--- src/rtl/tensor_sequencer.sv ---
// Tensor load/compute/store sequencer: walks A/B loads and result stores through
// a granted data-memory port and pulses the MXU capture between loads and store.
module tensor_sequencer #(
  parameter int unsigned ELEMS = 9,
  parameter int unsigned AW    = 9
) (
  input  logic          clk,
  input  logic          reset,
  input  logic          start,
  input  logic [1:0]    cmd,
  input  logic [AW-1:0] base_a,
  input  logic [AW-1:0] base_b,
  input  logic [AW-1:0] base_r,
  input  logic          dm_gnt,
  output logic [AW-1:0] dm_addr,
  output logic          dm_rd,
  output logic          dm_wr,
  output logic [3:0]    elem_idx,
  output logic          a_we,
  output logic          b_we,
  output logic          mxu_capture,
  output logic          busy,
  output logic          done,
  output logic          err
);

  localparam int unsigned IW = 4;
  localparam logic [IW-1:0] LAST_IDX = IW'(ELEMS - 1);

  localparam logic [1:0] CMD_LOAD_A = 2'b00;
  localparam logic [1:0] CMD_LOAD_B = 2'b01;
  localparam logic [1:0] CMD_STORE  = 2'b10;
  localparam logic [1:0] CMD_FULL   = 2'b11;

  typedef enum logic [2:0] {
    IDLE    = 3'd0,
    LD_A    = 3'd1,
    LD_B    = 3'd2,
    COMPUTE = 3'd3,
    ST_R    = 3'd4,
    FIN     = 3'd5
  } state_e;

  state_e        state_q, state_d;
  logic [1:0]    cmd_q, cmd_d;
  logic [AW-1:0] base_a_q, base_a_d;
  logic [AW-1:0] base_b_q, base_b_d;
  logic [AW-1:0] base_r_q, base_r_d;
  logic [IW-1:0] idx_q, idx_d;

  // State and latched command registers
  always_ff @(posedge clk or negedge reset) begin
    if (!reset) begin
      state_q  <= IDLE;
      cmd_q    <= 2'b00;
      base_a_q <= '0;
      base_b_q <= '0;
      base_r_q <= '0;
      idx_q    <= '0;
    end else begin
      state_q  <= state_d;
      cmd_q    <= cmd_d;
      base_a_q <= base_a_d;
      base_b_q <= base_b_d;
      base_r_q <= base_r_d;
      idx_q    <= idx_d;
    end
  end

  assign elem_idx = idx_q;

  // Next-state and decoded outputs; memory strobes stay asserted through wait states
  always_comb begin
    state_d     = state_q;
    cmd_d       = cmd_q;
    base_a_d    = base_a_q;
    base_b_d    = base_b_q;
    base_r_d    = base_r_q;
    idx_d       = idx_q;
    dm_addr     = '0;
    dm_rd       = 1'b0;
    dm_wr       = 1'b0;
    a_we        = 1'b0;
    b_we        = 1'b0;
    mxu_capture = 1'b0;
    done        = 1'b0;

    case (state_q)
      IDLE: begin
        if (start) begin
          cmd_d    = cmd;
          base_a_d = base_a;
          base_b_d = base_b;
          base_r_d = base_r;
          idx_d    = '0;
          case (cmd)
            CMD_LOAD_B: state_d = LD_B;
            CMD_STORE:  state_d = ST_R;
            default:    state_d = LD_A;
          endcase
        end
      end
      LD_A: begin
        dm_rd   = 1'b1;
        dm_addr = base_a_q + AW'(idx_q);
        if (dm_gnt) begin
          a_we = 1'b1;
          if (idx_q == LAST_IDX) begin
            idx_d   = '0;
            state_d = (cmd_q == CMD_FULL) ? LD_B : FIN;
          end else begin
            idx_d = idx_q + IW'(1);
          end
        end
      end
      LD_B: begin
        dm_rd   = 1'b1;
        dm_addr = base_b_q + AW'(idx_q);
        if (dm_gnt) begin
          b_we = 1'b1;
          if (idx_q == LAST_IDX) begin
            idx_d   = '0;
            state_d = (cmd_q == CMD_FULL) ? COMPUTE : FIN;
          end else begin
            idx_d = idx_q + IW'(1);
          end
        end
      end
      COMPUTE: begin
        mxu_capture = 1'b1;
        state_d     = ST_R;
      end
      ST_R: begin
        dm_wr   = 1'b1;
        dm_addr = base_r_q + AW'(idx_q);
        if (dm_gnt) begin
          if (idx_q == LAST_IDX) begin
            idx_d   = '0;
            state_d = FIN;
          end else begin
            idx_d = idx_q + IW'(1);
          end
        end
      end
      FIN: begin
        done    = 1'b1;
        state_d = IDLE;
      end
      default: state_d = IDLE;
    endcase
  end

  assign busy = (state_q != IDLE);
  assign err  = start && (state_q != IDLE);

  // CMD_LOAD_A only selects the default branch of the start decode
  logic unused_cmd_ok;
  assign unused_cmd_ok = (CMD_LOAD_A == 2'b00);

endmodule

--- config.mk ---
export PLATFORM = sky130hd
export DESIGN_NAME = tensor_sequencer
export DESIGN_NICKNAME = d
export VERILOG_FILES = /design/src/rtl/tensor_sequencer.sv
export SDC_FILE = /design/constraint.sdc
export NUM_CORES = 1
export LEC_CHECK = 0
export ABC_AREA = 0
export BUFFER_PORTS_ARGS = -buffer_cell sky130_fd_sc_hd__clkbuf_2
export CORE_UTILIZATION = 55
export CTS_CLUSTER_DIAMETER = 50
export DETAILED_ROUTE_END_ITERATION = 8
export GPL_ROUTABILITY_DRIVEN = 0
export HOLD_SLACK_MARGIN = 0.15
export PLACE_DENSITY = 0.81
export SLEW_MARGIN = 40
export SYNTH_ARGS = -nofsm -noshare
export SYNTH_HDL_FRONTEND = slang
export SYNTH_SLANG_ARGS = --single-unit
--- constraint.sdc ---
create_clock -name clk -period 6.8 [get_ports clk]
set_input_delay 0.34 -clock clk [delete_from_list [all_inputs] [get_ports clk]]
set_output_delay 0.34 -clock clk [all_outputs]
set_load 0.01 [all_outputs]
## Yosys cells after proc, flatten, opt, wreduce, memory -nomap -nowiden

Cells that the tools add are included.

| cells by class | value |
|---|---|
| multiply operators | 0 |
| bitwise logic cells | 0 |
| muxes and demuxes | 23 |
| shift operators | 0 |
| $add $sub $neg | 4 |
| divide/modulo/power cells | 0 |
| eq/ne operators | 17 |
| reductions and logical operators | 9 |
| $lt $le $gt $ge | 0 |

Operator list:

| cell | number |
|---|---|
| $add 9x4->9 | 3 |
| $mux 3 | 9 |
| $pmux 9 s3 | 1 |
| $pmux 3 s5 | 1 |
| $ne 2x2->1 const B | 7 |
| $mux 4 | 3 |
| $pmux 4 s2 | 1 |
| $mux 1 | 7 |
| $reduce_and 7->1 | 1 |
| $eq 3x2->1 const B | 2 |
| $eq 3x3->1 const B | 2 |
| $pmux 3 s2 | 1 |
| $add 4x1->4 const B | 1 |
| $eq 2x2->1 const B | 2 |
| $eq 4x4->1 const B | 1 |
| $eq 3x1->1 const B | 1 |
| $logic_not 3->1 | 1 |
| $reduce_and 3->1 | 1 |
| $reduce_bool 3->1 | 1 |
| $reduce_or 3->1 | 1 |
| $eq 2x1->1 const B | 1 |
| $ne 2x1->1 const B | 1 |
| $reduce_and 2->1 | 1 |
| $reduce_bool 2->1 | 1 |
| other kinds (2) | 2 |

| word-level totals | value |
|---|---|
| logic and storage cells | 59 |
| flip-flop bits (word level) | 36 |
| memories | 0 |
| ROM bits | 0 |
| input port bits | 33 |
| output and inout bits | 21 |
| bits in latches | 0 |
| bits in writable memories | 0 |

## Logic depth before layout (Yosys ltp)

Gate-level depths: netlist of the first run.

| logic depth | value |
|---|---|
| word-level depth | 5 |
| depth in mapped cells | 15 |
| mapped depth without buffers | 12 |

## Worst setup path after synthesis of the first run

No wires, ideal clock.

| timing path | value |
|---|---|
| path type | flip-flop to output port |
| start point | register state_q[1] |
| end point | output port dm_addr[8] |
| cell stages (with the launch flop) | 15 |
| path slack | 3,599 ps |
| arrival time | 2,861 ps |
| path buffers | 3 |
| data required time | 6,460 ps |
| cell sequence | dfrtp_1 buf_6 clkbuf_1 clkbuf_1 o22a_1 o22ai_1 a21oi_1 ha_1 inv_1 fa_1 nor2b_1 o21a_1 o211ai_1 nor4_1 mux2i_1 |

| on the way | value |
|---|---|
| cells in the longest elaborated chain, start to end | 2 |
| elaborated cells between the ends (all ways) | 4 |
| classes of those cells | eq/ne (3); mux (1) |

RTL lines:

| element | line | RTL |
|---|---|---|
| start: declaration | 44 | `state_e state_q, state_d;` |
| start signal: assignment | 61 | `state_q <= state_d;` |
| $eq 3x3->1, or another cell as far along | 88 | `case (state_q)` |
| $pmux 9 s3 (*) | 88 |  |
| end: declaration | 15 | `output logic [AW-1:0] dm_addr,` |

Every way passes the cells marked *; elsewhere a longest branch is shown, timed or not.

## Final worst setup path of the first run

| timing path | value |
|---|---|
| start point | register state_q[0] |
| end point | output port dm_addr[8] |

Same word-level chain as after synthesis.

==> reports/qor.txt, run 1 <==
Run status -> complete, no violations
Largest net degree at the start of global routing -> 37
Area after DPL -> 0.00258 sq mm
Crit path kind -> flop to primary output
Sequential fraction of the synthesis area -> 38.7%
Final worst setup slack -> 2830 ps
CP Max Fanout -> 19
Die height -> 67.0 microns
Synth Area in Compound Gates -> 19.0%
CTS Buffer Depth -> 2
Final period util -> 58.4%
Async S/R FF share, synth -> 100%
Core ar. -> 0.00403 sq mm
Ys Warns -> 0
Clock sinks -> 36
Inst Count DP -> 319
WP data arrival -> 3630 ps
Number of library cell types mapped by synthesis -> 48
Cts repair resizes -> 0
Vias after detailed routing -> 1948
First-pass GRT wire length -> 8.20 mm
CTS tree -> done
ANT nets after route -> 0
Seq cells post-synth -> 36
Top post-synthesis cells by count -> 36 x dfrtp_1, 29 x mux2_2, 12 x nor3_1
Main combinational cell family by area after synthesis -> compound AO/OA/AOI/OAI gates
Post-DP HPWL -> 3.58 mm
Initial Util -> 57.7%
Num CTS Buffers -> 5
Final hold viol count -> 0
Layout cells sized above 1 -> 36.5%
HP Class -> input port to flop
WP data required -> 6460 ps
Final Non-Filler Cells -> 327
Post-Synth Simple-Gate Area -> 15.4%
Rel. slew slack -> 54.3%
Post-Syn Instances -> 229
Synth Area in XOR/XNOR -> 0.753%
Worst path cell trace -> inv_1 -> nand2_1 -> o22ai_1 -> a21oi_1 -> ha_1 -> inv_1 -> fa_1 -> nor2b_1 -> o21a_1 -> o211ai_1 -> nor4_1 -> mux2i_1 -> clkbuf_2
Largest cells by area after synthesis -> dfrtp_1 39%, mux2_2 14%, ha_1 4.8%, o22ai_1 3.0%, nor3_1 2.6%
Peak supply drop -> 0.255 mV
Vias in the first global route -> 1808
Final Setup Violations -> 0
DR pass1 iterations -> 4
Leak -> 1.23 nW
Yosys top cell by area -> dfrtp_1
Largest delay share family, worst path -> flip-flops
Most used DFF post-synth -> dfrtp_1
Nets -> 320
Clock transition at path regs -> 70 ps
Grt ovf -> 0
ANT cells -> 0
Worst skew pair latency -> 290 ps
Post-synthesis mux area share -> 14.9%
Wire per inst -> 15.3 microns
Via/cell ratio -> 5.96
Initial antenna violation count -> 0
DR DRC count -> 0
Post-Synth Adder-Cell Area -> 5.70%
Final design area excluding fillers -> 0.00269 sq mm
Mapped Avg Cell Area -> 10.2 sq um
Cell with the most instances after synthesis -> dfrtp_1
Port bufs -> 53
Number of flops mapped to enable cells by yosys -> 0
Pre-CTS setup slack -> 3150 ps
Final Max Slew Viols -> 0
Final TNS setup -> 0 ps
Fillers -> 351
Max Cap Viol -> 0
Total power draw -> 1.36 mW
Die area -> 0.00449 sq mm
Clock root cell -> clkbuf_8
Slowest CP cell -> dfrtp_1
Pwr Density -> 506 mW/mm^2
H-tree Lvls -> 2
Total track usage -> 24.7%
Worst path most repeated cell -> inv_1
Startpoint types -> flop
Minimum clock period -> 3970 ps
Fmax achieved -> 252 MHz
Worst Path Buf+Inv -> 3
Mapped Nets -> 272
Worst-Margin Slew -> 686 ps
Share of the synthesized area in the top cell type -> 38.7%
Rows -> 23
Cell Area, Synth -> 0.00233 sq mm
First-iteration detailed-routing DRC count -> 180
RSZ-0062 raised after global routing -> no
I/O pin total -> 54
Worst clock skew -> 7.19 ps
Die W -> 67.0 microns
Post-Route WL -> 4.99 mm
Critical Path Max Stage Delay -> 720 ps
Crit end category -> primary output
Area Overhead vs Synth -> 15.5%
## power breakdown
group / internal (mW) / total [mW] / switching (mW)
Sequential: 0.319 / 0.413 / 0.0936
Clock: 0.0902 / 0.164 / 0.0738
Combinational: 0.367 / 0.782 / 0.415
Total: 0.776 / 1.36 / 0.582
## metal layers
layer / global-route usage, % / vias to the layer above / share of wire, %
li1: - / 943 / -
met1: 30.3 / 948 / 45
met2: 42.3 / 50 / 49
met3: 4.28 / 7 / 3.9
met4: 9.84 / 0 / 1.7
met5: 0 / - / 0
## worst paths after layout
| check | startpoint | end | slack (ps) | cells past startpoint |
|---|---|---|---|---|
| min in group asynchronous | reset | state_q[2] | 570 | 2 |
| hold reg to reg | base_r_q[2] | base_r_q[2] | 510 | 1 |
| setup / recovery | state_q[0] | dm_addr[8] | 2830 | 13 |
| max in group asynchronous | reset | base_r_q[0] | 5860 | 2 |
| hold / removal | base_b[8] | base_b_q[8] | 280 | 2 |
| setup reg to reg | state_q[0] | base_r_q[8] | 4380 | 4 |
## cell usage in the layout, fill, tap and decap left out, types with 3 or more instances in the layout
| master | instances |
|---|---|
| a21oi_1 | 10 |
| clkbuf_2 | 52 |
| nor2b_1 | 7 |
| and2_1 | 4 |
| ha_1 | 9 |
| mux2_2 | 29 |
| o22ai_1 | 11 |
| clkbuf_8 | 7 |
| nor3_1 | 12 |
| o211ai_1 | 4 |
| nor2_1 | 8 |
| inv_1 | 8 |
| buf_4 | 3 |
| nand2b_1 | 8 |
| o21ai_0 | 8 |
| nand2_1 | 8 |
| nand3_1 | 4 |
| dfrtp_1 | 36 |
| and3_1 | 4 |
| o22a_1 | 6 |
## cell type report
cell class	count	area (sq um)	share of cell area [%]
flip-flops and latches	36	901	33.5
inverters	8	30.0	1.12
repair buffers	57	300	11.2
clock buffers	7	96.3	3.59
well taps	50	62.6	2.33
multi-input cells	169	1300	48.3
## kinds of logic (layout without fill, tap and decap cells)
kind of cell / after synthesis / after routing
flip-flops: 36 / 36
adder cells (fa/ha/maj): 10 / 10
multiplexers: 31 / 31
XOR/XNOR: 2 / 2
AO/OA/AOI/OAI: 61 / 61
buffers and inverters: 24 / 72
AND/OR/NAND/NOR: 65 / 65
## through the flow
stage                     hold WS, ps  util (%)
after floorplan                  44.4         -
final                             280      66.7
after global routing              279      66.7
after CTS                         281      66.7
after global placement            493      64.0
after detailed placement          370      64.0
## state kept, by name, indices dropped and copies added (netlist names)
register  count
base_a_q      9
base_b_q      9
base_r_q      9
elem_idx      4
state_q       3
cmd_q         2
## repair_timing
| item | in CTS | in global routing |
|---|---|---|
| hold endpoints to repair | 36 | 0 |
| buffers inserted | 0 | 0 |
| hold buffers | 1 | 0 |
No activity file was read; power rests on OpenSTA's default activity.
==> inputs of run 2 (changes only) <==
--- a/config.mk
+++ b/config.mk
@@ -7,12 +7,12 @@
 export LEC_CHECK = 0
 export ABC_AREA = 0
 export BUFFER_PORTS_ARGS = -buffer_cell sky130_fd_sc_hd__clkbuf_2
-export CORE_UTILIZATION = 55
+export CORE_UTILIZATION = 54
 export CTS_CLUSTER_DIAMETER = 50
 export DETAILED_ROUTE_END_ITERATION = 8
 export GPL_ROUTABILITY_DRIVEN = 0
 export HOLD_SLACK_MARGIN = 0.15
-export PLACE_DENSITY = 0.81
+export PLACE_DENSITY = 0.8
 export SLEW_MARGIN = 40
 export SYNTH_ARGS = -nofsm -noshare
 export SYNTH_HDL_FRONTEND = slang
==> constraint.sdc (replaced) <==
create_clock -name clk -period 4 [get_ports clk]
set_input_delay 0.2 -clock clk [delete_from_list [all_inputs] [get_ports clk]]
set_output_delay 0.2 -clock clk [all_outputs]
set_load 0.01 [all_outputs]
==> run 2 against run 1 <==
Compared with the run above: clock-buffer cell count fell by 2; core utilization is 7.7 points higher; non-clock buffer count increased by 27; clock power rose to 2.7 times the previous value; final area rose by 12%; final cell count rose by 8.6%; die area increased by 1.8%; worst setup slack worse by 2600 ps; sequential cell count unchanged; critical path depth unchanged.
==> reports/qor.txt, run 2 (synthesis results as in run 1) <==
Run status -> complete, no violations
Post-Route WL -> 5.43 mm (+8.8%)
Clock root cell -> clkbuf_8
H-tree Lvls -> 2 (unchanged)
Final design area excluding fillers -> 0.00302 sq mm (+12%)
Hold Slack -> 152 ps (-127 ps)
First-pass GRT wire length -> 8.92 mm (+8.7%)
WP data required -> 3800 ps (-2660 ps)
CTS tree -> done
RSZ-0062 raised after global routing -> no
HP Class -> input port to flop
Rows -> 23 (unchanged)
First-iteration detailed-routing DRC count -> 118 (-34%)
Minimum clock period -> 3770 ps
Initial Util -> 57.3% (-0.41 points)
Final TNS setup -> 0 ps (unchanged)
Clock sinks -> 36 (unchanged)
Met2 Routed Length -> 2.64 mm (+7.3%)
Initial antenna violation count -> 0 (unchanged)
DR pass1 iterations -> 4 (unchanged)
ANT nets after route -> 0 (unchanged)
Rel. slew slack -> 58.7% (+4.4 points)
Worst clock skew -> 5.71 ps (-1.47 ps)
Post-DP HPWL -> 3.49 mm (-2.6%)
Layout cells sized above 1 -> 33.8% (-2.7 points)
CTS Buffer Depth -> 2 (unchanged)
Crit path kind -> flop to primary output
Largest regs -> base_a_q x9, base_b_q x9, base_r_q x9
Fillers -> 286 (-19%)
Final Setup Violations -> 0 (unchanged)
Die area -> 0.00457 sq mm (+1.8%)
WP data arrival -> 3570 ps (-60 ps)
Nets -> 347 (+8.4%)
Pwr Density -> 840 mW/mm^2 (+66%)
Area after DPL -> 0.00259 sq mm (+0.29%)
WL met3 -> 221 microns (+13%)
Wire per inst -> 15.3 microns (+0.22%)
Startpoint types -> flop
Die height -> 67.6 microns (+0.90%)
Via/cell ratio -> 5.83 (-2.2%)
Total power draw -> 2.53 mW (+86%)
Cts repair resizes -> 0 (unchanged)
Port bufs -> 53 (unchanged)
DR DRC count -> 0 (unchanged)
Most frequent cells in the layout -> 52 x clkbuf_2, 36 x dfrtp_1, 29 x mux2_2
ANT cells -> 0 (unchanged)
Worst skew pair latency -> 290 ps (about the same)
Final Max Slew Viols -> 0 (unchanged)
Leak -> 1.38 nW (+11%)
Final hold viol count -> 0 (unchanged)
CP Max Fanout -> 19 (unchanged)
Crit end category -> primary output
Total track usage -> 26.7% (+2.0 points)
Largest net degree at the start of global routing -> 37 (unchanged)
I/O pin total -> 54 (unchanged)
Die W -> 67.6 microns (+0.90%)
Vias after detailed routing -> 2068 (+6.2%)
Final period util -> 94.3%
M1 wire length -> 2.47 mm (+10%)
Max Cap Viol -> 0 (unchanged)
Grt ovf -> 0 (unchanged)
Vias in the first global route -> 1915 (+5.9%)
Area Overhead vs Synth -> 29.7%
Highest routed layer -> met4
Core ar. -> 0.00406 sq mm (+0.71%)
Fmax achieved -> 265 MHz
Peak supply drop -> 0.395 mV (+55%)
Most common cell after layout, fill and taps aside -> clkbuf_2
Worst-Margin Slew -> 620 ps (-66.4 ps)
Clock transition at path regs -> 80 ps (about the same)
Num CTS Buffers -> 5 (unchanged)
## run 2: cell count changes in the layout (fill, tap and decap cells not counted)
cell,before,now
buf_4,3,4
bufinv_16,0,3
clkbuf_8,7,5
dlygate4sd3_1,1,27
## run 2: report_power, final
group          internal, mW  switching (mW)
sequential            0.542           0.189
clock                 0.312           0.138
combinational         0.649           0.703
## run 2: what timing repair did
item,in CTS,in global routing
endpoints found under the hold margin,61,1
setup buffers,0,0
hold buffers,26,1
## run 2: cell type report
class	instances	area [sq um]	share of cell area [%]
timing repair buffer	84	568	18.8
sequential	36	901	29.9
tap	50	62.6	2.07
multi-input combinational	169	1300	43.0
clock buffer	5	68.8	2.28
inverter	8	30.0	0.995
clock inverter	3	90.1	2.99
## run 2: path summary, 6_finish.rpt
path | slack (ps) | cells past startpoint | endpoint | from
setup / recovery | 230 | 13 | dm_addr[8] | state_q[0]
hold / removal | 150 | 2 | base_a_q[8] | base_a[8]
setup reg to reg | 1840 | 6 | state_q[1] | state_q[1]
hold reg to reg | 510 | 1 | base_r_q[2] | base_r_q[2]
max in group asynchronous | 3220 | 2 | base_b_q[7] | reset
min in group asynchronous | 430 | 2 | cmd_q[1] | reset
## run 2: routing by layer
metal	vias to the layer above	GRT usage, %
met2	61	43.7
met3	10	5.41
li1	998	-
met1	999	34.7
met5	-	0
met4	0	9.84
## run 2: through the flow
stage	setup WS, ps	utilization [%]	std cells
global route	2.94	74.3	355
finish	229	74.3	355
CTS	341	74.1	354
detailed placement	694	63.8	320
floorplan	939	-	229
global placement	810	63.7	320
## run 2: worst max-delay path, stage by stage (launching register included)
cell,delay (ps)
dfrtp_1,740
nand2b_4,320
o22a_1,140
o22ai_1,70
a21oi_1,160
ha_1,190
inv_1,60
fa_1,410
nor2b_1,130
o21a_1,140
o211ai_1,160
nor4_1,290
mux2i_1,270
clkbuf_2,180
